### config.mk
export PLATFORM = sky130hd
export DESIGN_NAME = serial_subtractor
export DESIGN_NICKNAME = d
export VERILOG_FILES = /design/src/rtl/alu_pkg.sv /design/src/rtl/sub_chunk.sv /design/src/rtl/serial_subtractor.sv
export SDC_FILE = /design/constraint.sdc
export NUM_CORES = 1
export LEC_CHECK = 0
export BUFFER_PORTS_ARGS = -buffer_cell sky130_fd_sc_hd__buf_2
export CAP_MARGIN = 20
export CORE_UTILIZATION = 57
export CTS_CLUSTER_SIZE = 8
export DETAILED_ROUTE_END_ITERATION = 8
export PLACE_DENSITY = 0.9
export RECOVER_POWER = 25
export SYNTH_ARGS = -nofsm -noshare
export SYNTH_HDL_FRONTEND = slang
export SYNTH_HIERARCHICAL = 1
export SYNTH_SLANG_ARGS = --single-unit
### constraint.sdc
create_clock -name clk -period 2.5 [get_ports clk]
set_input_delay 0.25 -clock clk [delete_from_list [all_inputs] [get_ports clk]]
set_output_delay 0.25 -clock clk [all_outputs]
set_load 0.02 [all_outputs]
### src/rtl/alu_pkg.sv
// alu_pkg: shared types and helpers for the multi-cycle arithmetic blocks.
package alu_pkg;

    typedef enum logic [1:0] {IDLE, BUSY, DONE} sub_state_t;

    function automatic int chunk_count(input int bits_width, input int chunk_width);
        return bits_width / chunk_width;
    endfunction

endpackage

### src/rtl/sub_chunk.sv
// sub_chunk: combinational CHUNK_WIDTH-bit adder with carry in/out.
module sub_chunk #(
    parameter int CHUNK_WIDTH = 1
) (
    input  logic [CHUNK_WIDTH-1:0] x,
    input  logic [CHUNK_WIDTH-1:0] y,
    input  logic                   cin,
    output logic [CHUNK_WIDTH-1:0] s,
    output logic                   cout
);

    assign {cout, s} = {1'b0, x} + {1'b0, y} + {{CHUNK_WIDTH{1'b0}}, cin};

endmodule

### src/rtl/serial_subtractor.sv
// serial_subtractor: multi-cycle a - b, CHUNK_WIDTH bits per cycle, LSB chunk first, valid/ready on both sides.
// Define SUB_ZERO_FLAG_EN to add the out_zero port, OR-accumulated over the result chunks.
module serial_subtractor
    import alu_pkg::*;
#(
    parameter int BITS_WIDTH  = 8,
    parameter int CHUNK_WIDTH = 1
) (
    input  logic                  clk,
    input  logic                  rst,
    input  logic                  in_valid,
    output logic                  in_ready,
    input  logic [BITS_WIDTH-1:0] a,
    input  logic [BITS_WIDTH-1:0] b,
    output logic                  out_valid,
    input  logic                  out_ready,
    output logic [BITS_WIDTH-1:0] out_d,
    output logic                  out_b,
    output logic                  overflow
`ifdef SUB_ZERO_FLAG_EN
    ,
    output logic                  out_zero
`endif
);

    localparam int N     = chunk_count(BITS_WIDTH, CHUNK_WIDTH);
    localparam int CNT_W = $clog2(N) + 1;
    localparam int MSB   = BITS_WIDTH - 1;

    if (BITS_WIDTH < 2 || BITS_WIDTH % CHUNK_WIDTH != 0) begin : g_bad_cfg
        $error("serial_subtractor: BITS_WIDTH must be >= 2 and a multiple of CHUNK_WIDTH");
    end

    sub_state_t       state_q, state_d;
    logic [CNT_W-1:0] count_q, count_d;
    logic [MSB:0]     a_q, a_d, nb_q, nb_d, d_q, d_d, s_ext;
    logic             carry_q, carry_d, sa_q, sa_d, sb_q, sb_d, b_q, b_d, ov_q, ov_d;
    logic [CHUNK_WIDTH-1:0] s;
    logic             cout;
`ifdef SUB_ZERO_FLAG_EN
    logic             nz_q, nz_d, z_q, z_d;
    assign out_zero = z_q;
`endif

    sub_chunk #(.CHUNK_WIDTH(CHUNK_WIDTH)) u_chunk (
        .x    (a_q[CHUNK_WIDTH-1:0]),
        .y    (nb_q[CHUNK_WIDTH-1:0]),
        .cin  (carry_q),
        .s    (s),
        .cout (cout)
    );

    // Result chunks enter the minuend register from the top as its bits are consumed from the bottom.
    assign s_ext     = BITS_WIDTH'(s) << (BITS_WIDTH - CHUNK_WIDTH);
    assign in_ready  = state_q == IDLE;
    assign out_valid = state_q == DONE;
    assign out_d     = d_q;
    assign out_b     = b_q;
    assign overflow  = ov_q;

    always_ff @(posedge clk or posedge rst) begin
        if (rst) begin
            state_q <= IDLE;
            count_q <= '0;
            a_q     <= '0;
            nb_q    <= '0;
            d_q     <= '0;
            carry_q <= 1'b0;
            sa_q    <= 1'b0;
            sb_q    <= 1'b0;
            b_q     <= 1'b0;
            ov_q    <= 1'b0;
`ifdef SUB_ZERO_FLAG_EN
            nz_q    <= 1'b0;
            z_q     <= 1'b0;
`endif
        end else begin
            state_q <= state_d;
            count_q <= count_d;
            a_q     <= a_d;
            nb_q    <= nb_d;
            d_q     <= d_d;
            carry_q <= carry_d;
            sa_q    <= sa_d;
            sb_q    <= sb_d;
            b_q     <= b_d;
            ov_q    <= ov_d;
`ifdef SUB_ZERO_FLAG_EN
            nz_q    <= nz_d;
            z_q     <= z_d;
`endif
        end
    end

    always_comb begin
        state_d = state_q;
        count_d = count_q;
        a_d     = a_q;
        nb_d    = nb_q;
        d_d     = d_q;
        carry_d = carry_q;
        sa_d    = sa_q;
        sb_d    = sb_q;
        b_d     = b_q;
        ov_d    = ov_q;
`ifdef SUB_ZERO_FLAG_EN
        nz_d    = nz_q;
        z_d     = z_q;
`endif
        if (state_q == IDLE && in_valid) begin
            a_d     = a;
            nb_d    = ~b;
            sa_d    = a[MSB];
            sb_d    = b[MSB];
            carry_d = 1'b1;
            count_d = '0;
            state_d = BUSY;
`ifdef SUB_ZERO_FLAG_EN
            nz_d    = 1'b0;
`endif
        end else if (state_q == BUSY) begin
            a_d     = (a_q >> CHUNK_WIDTH) | s_ext;
            nb_d    = nb_q >> CHUNK_WIDTH;
            carry_d = cout;
            count_d = count_q + 1'b1;
`ifdef SUB_ZERO_FLAG_EN
            nz_d    = nz_q | (|s);
`endif
            if (count_q == CNT_W'(N - 1)) begin
                state_d = DONE;
                d_d     = a_d;
                b_d     = ~cout;
                ov_d    = (sa_q ^ sb_q) & (s[CHUNK_WIDTH-1] ^ sa_q);
`ifdef SUB_ZERO_FLAG_EN
                z_d     = ~nz_d;
`endif
            end
        end else if (state_q == DONE && out_ready) begin
            state_d = IDLE;
        end
    end

endmodule

==> implementation parameters <==
Parameter                              Value

STA
  Final max-slew violation count ... 0
  Setup slack of the critical path after layout ... roughly 790 ps
  Setup repair after global routing missed its margin ... no
  Highest attainable clock frequency ... roughly 600 MHz
  Max-slew headroom at the worst pin ... 45.3%
  Slew @ Worst Pin ... 820 ps
  Final Hold Viols ... 0
  Total negative slack ... 0 ps
  Final number of setup-violating endpoints ... 0
  Worst-case hold slack ... 95.2 ps
  Min cycle time layout ... around 1700 ps
  Largest clock skew in the final design ... 9.78 ps
  Final worst path period share ... 68.3%

Pwr
  Pwr per Cell Area ... roughly 1300 mW/mm2
  Power share of the clock group ... roughly a fifth
  Sequential share of power ... 43.6%
  Peak supply drop ... 0.982 mV
  Static leakage power ... 0.943 nW
  Switching share of total power ... 38.0%
  Total power after layout ... 2.25 mW
  Internal Pwr Total ... 1.39 mW
  Sw Pwr ... 854 uW
  Relative contribution of combinational cells to total power ... 37.5%

Synth
  Most area-consuming cells after synthesis ... dfrtp_1 (57%), nand2_1 (7.3%), mux2_2 (6.6%)
  Register bit count reported by yosys ... 35
  Count of different cell masters after synthesis ... 29
  Compound-Gate Fraction of Synth Area ... 12.2%
  Post-synthesis net count ... 156
  Syn Area/Cell ... approximately 12 um2
  Number of warnings printed during yosys synthesis ... 6
  Mapped Area ... 0.00154 mm2
  Number of instances in the synthesized netlist ... about 130
  Largest area contributor in the netlist ... dfrtp_1
  Seq/Total Area, Yosys ... 56.7%
  Share of synthesized cell area in and, or, nand and nor gates ... 16.1%
  Mux cell area share after synthesis ... 7.86%
  Main combinational cell family by area after synthesis ... simple AND/OR/NAND/NOR gates
  Area fraction of the dominant cell type after synthesis ... 56.7%
  Post-synthesis adder-cell area fraction ... ~2.1%
  Post-synthesis share of cell area spent on xor and xnor gates ... 0%

Routing
  DRC viols ... 0
  DR vias ... approximately 1100
  Vias per cell ... 5.54
  WL per Instance ... 14.8 um
  Final wirelength ... 2940 um
  Drt pass-1 iters ... 5
  Number of nets still failing antenna checks after routing ... 0
  Initial DRC count ... 22

Die
  Die height ... 54.0 um
  Starting density of the core ... 61.2%
  Die Span X ... 54.0 um
  I/O Pins ... 32
  Floorplan Core Area ... 0.00252 mm2
  Cell Rows ... 18
  Die footprint ... 0.00292 mm2

Worst hold path
  Hold crit path type ... input port to flip-flop
  Origin of the worst min-delay path ... b[7]

Critical path
  Arrival @ worst endpoint ... between 1500 and 2000 ps
  Max FO, Critical Path ... 12
  Critical Path Source ... state_q[0]
  Startpoint of the lowest-slack register-to-register path ... state_q[0]
  Classification of the worst setup path ... flip-flop to flip-flop
  Worst EP required ... about 2700 ps
  Launching element type of the critical path ... flip-flop
  Critical Path End Type ... flip-flop

Cells and area
  Area taken by flip-flops and latches ... between 800 and 900 um2
  Layout-stage area growth over the synthesis result ... 15.3%
  Nets@finish ... 189
  Fillers ... around 210
  Utilization of the core after routing ... 70.6%
  Final instance count without filler cells ... around 200
  Antenna cell count ... 0
  Area of combinational cells with multiple inputs ... 592 um2
  Post-route standard cell area excluding fillers ... 0.00178 mm2
  Share of post-route cells with drive strength above 1 ... 33.9%

Global route
  Gr ovfl total ... 0
  Wire length of the first global-routing pass ... 4790 um
  All-layer global routing usage ... roughly a quarter
  GR Layer Usage met2 ... about two fifths
  Antenna violations before repair ... 0
  Via count of the first global-routing pass ... 1070
  Largest net degree at the start of global routing ... 36
  Met3 demand-to-capacity share in global routing ... 6.21%
  Global-route layer with the greatest usage ... met2
  Met1 routing resource usage after global routing ... approximately a third

Clock tree
  Clock latency reported for the late side of the worst-skew pair ... approximately 340 ps
  Number of buffers added by the clock tree synthesis step ... 5
  CTS max path bufs ... 2
  CTS tree ... built
  Clock transition time at the flip-flop clock pins of the worst setup and hold paths ... 110 ps
  Number of clock sinks seen by CTS ... 35
  CTS Root Buffer Type ... clkbuf_4
  H-Tree Level Count ... 2

Placed design
  Placement-stage cell area ... 0.00169 mm2
  Placement Setup Slack ... 775 ps
  Count of placed standard cells including taps ... between 150 and 200
  Post-detailed-placement half-perimeter wirelength ... 2010 um
  Count of port buffers added during placement ... 31
  RePlAce Congestion ... 0.783

Run status
  Result of the run ... completed

Run
  Number of maximum-capacitance violations ... 0
cell usage in the layout (no fill, tap or decap), types with 2 or more instances in the layout:
cell type / n
buf_2: 31
nand2b_1: 2
mux2_2: 9
a21o_1: 2
clkbuf_4: 5
a221o_2: 3
nor2_1: 10
nand2_1: 30
dfrtp_1: 35
nand3_1: 3
mux2i_1: 2
inv_1: 3
a22oi_1: 8
a221o_1: 4
synthesized netlist by cell type (all sizes together):
cell	n
nor2	10
ha	1
nand3	3
o21bai	2
mux2	9
a221o	7
a22oi	8
a21o	2
nor3	1
nand2b	3
mux2i	2
a21oi	1
nand4	1
nor2b	1
dfrtp	35
o21ai	2
nor3b	2
o22ai	1
buf	8
nand2	30
or3b	1
inv	3
fa	1
cells by family (layout without fill, tap and decap cells):
family                     count (synthesis)  in the layout
DFF                                       35             35
AOI/OAI and AO/OA                         23             23
adders and majority gates                  2              2
and+or+nand+nor                           52             52
buffers and inverters                     11             45
muxes                                     11             11
final timing paths:
path                         endpoint  depth (start not counted)  slack, ps
setup / recovery             out_d[3]                          3        790
hold / removal                nb_q[7]                          2        100
setup reg to reg             out_d[3]                          3        790
hold reg to reg               nb_q[7]                          2        520
max in group asynchronous  count_q[1]                          4       1260
min in group asynchronous      a_q[2]                          4        710
layout make-up:
cell class	count	area share [%]
clock buffer	6	2.88
clock inverter	2	1.97
inverter	3	0.632
multi-input combinational	88	33.2
sequential	35	49.2
tap	30	2.11
timing repair buffer	34	9.98
power groups by stage:
| stage | Combinational [mW] | Clock, mW | Sequential (mW) |
|---|---|---|---|
| detailed placement | 0.851 | 0 | 0.983 |
| floorplan | 0.620 | 0 | 1.00 |
| finish | 0.844 | 0.424 | 0.980 |
| global placement | 0.799 | 0 | 0.969 |
| global route | 0.938 | 0.453 | 1.01 |
| CTS | 0.852 | 0.429 | 0.978 |
critical path, cell delays in order (launching register included):
cell and delay (ps):
dfrtp_1 560, nand2b_4 130, nor3_4 510, mux2_2 400
timing repair:
item | CTS | global route
endpoints found under the setup margin | 0 | 0
hold buffers | 1 | 0
resized for setup | 0 | 0
hold endpoints to repair | 20 | 0
buffers inserted | 0 | 0
flip-flops by register name, summed over array words and instances, names as in the netlist:
register and cells:
overflow 1, out_b 1, count_q 4, sa_q 1
carry_q 1, nb_q 8, sb_q 1, out_d 8
state_q 2, a_q 8
layer usage:
metal,vias to the layer above,wire [um]
met4,0,38
met5,-,0
met3,5,156
met2,36,1440
met1,523,1310
li1,532,-
No activity file was read; power rests on OpenSTA's default activity.
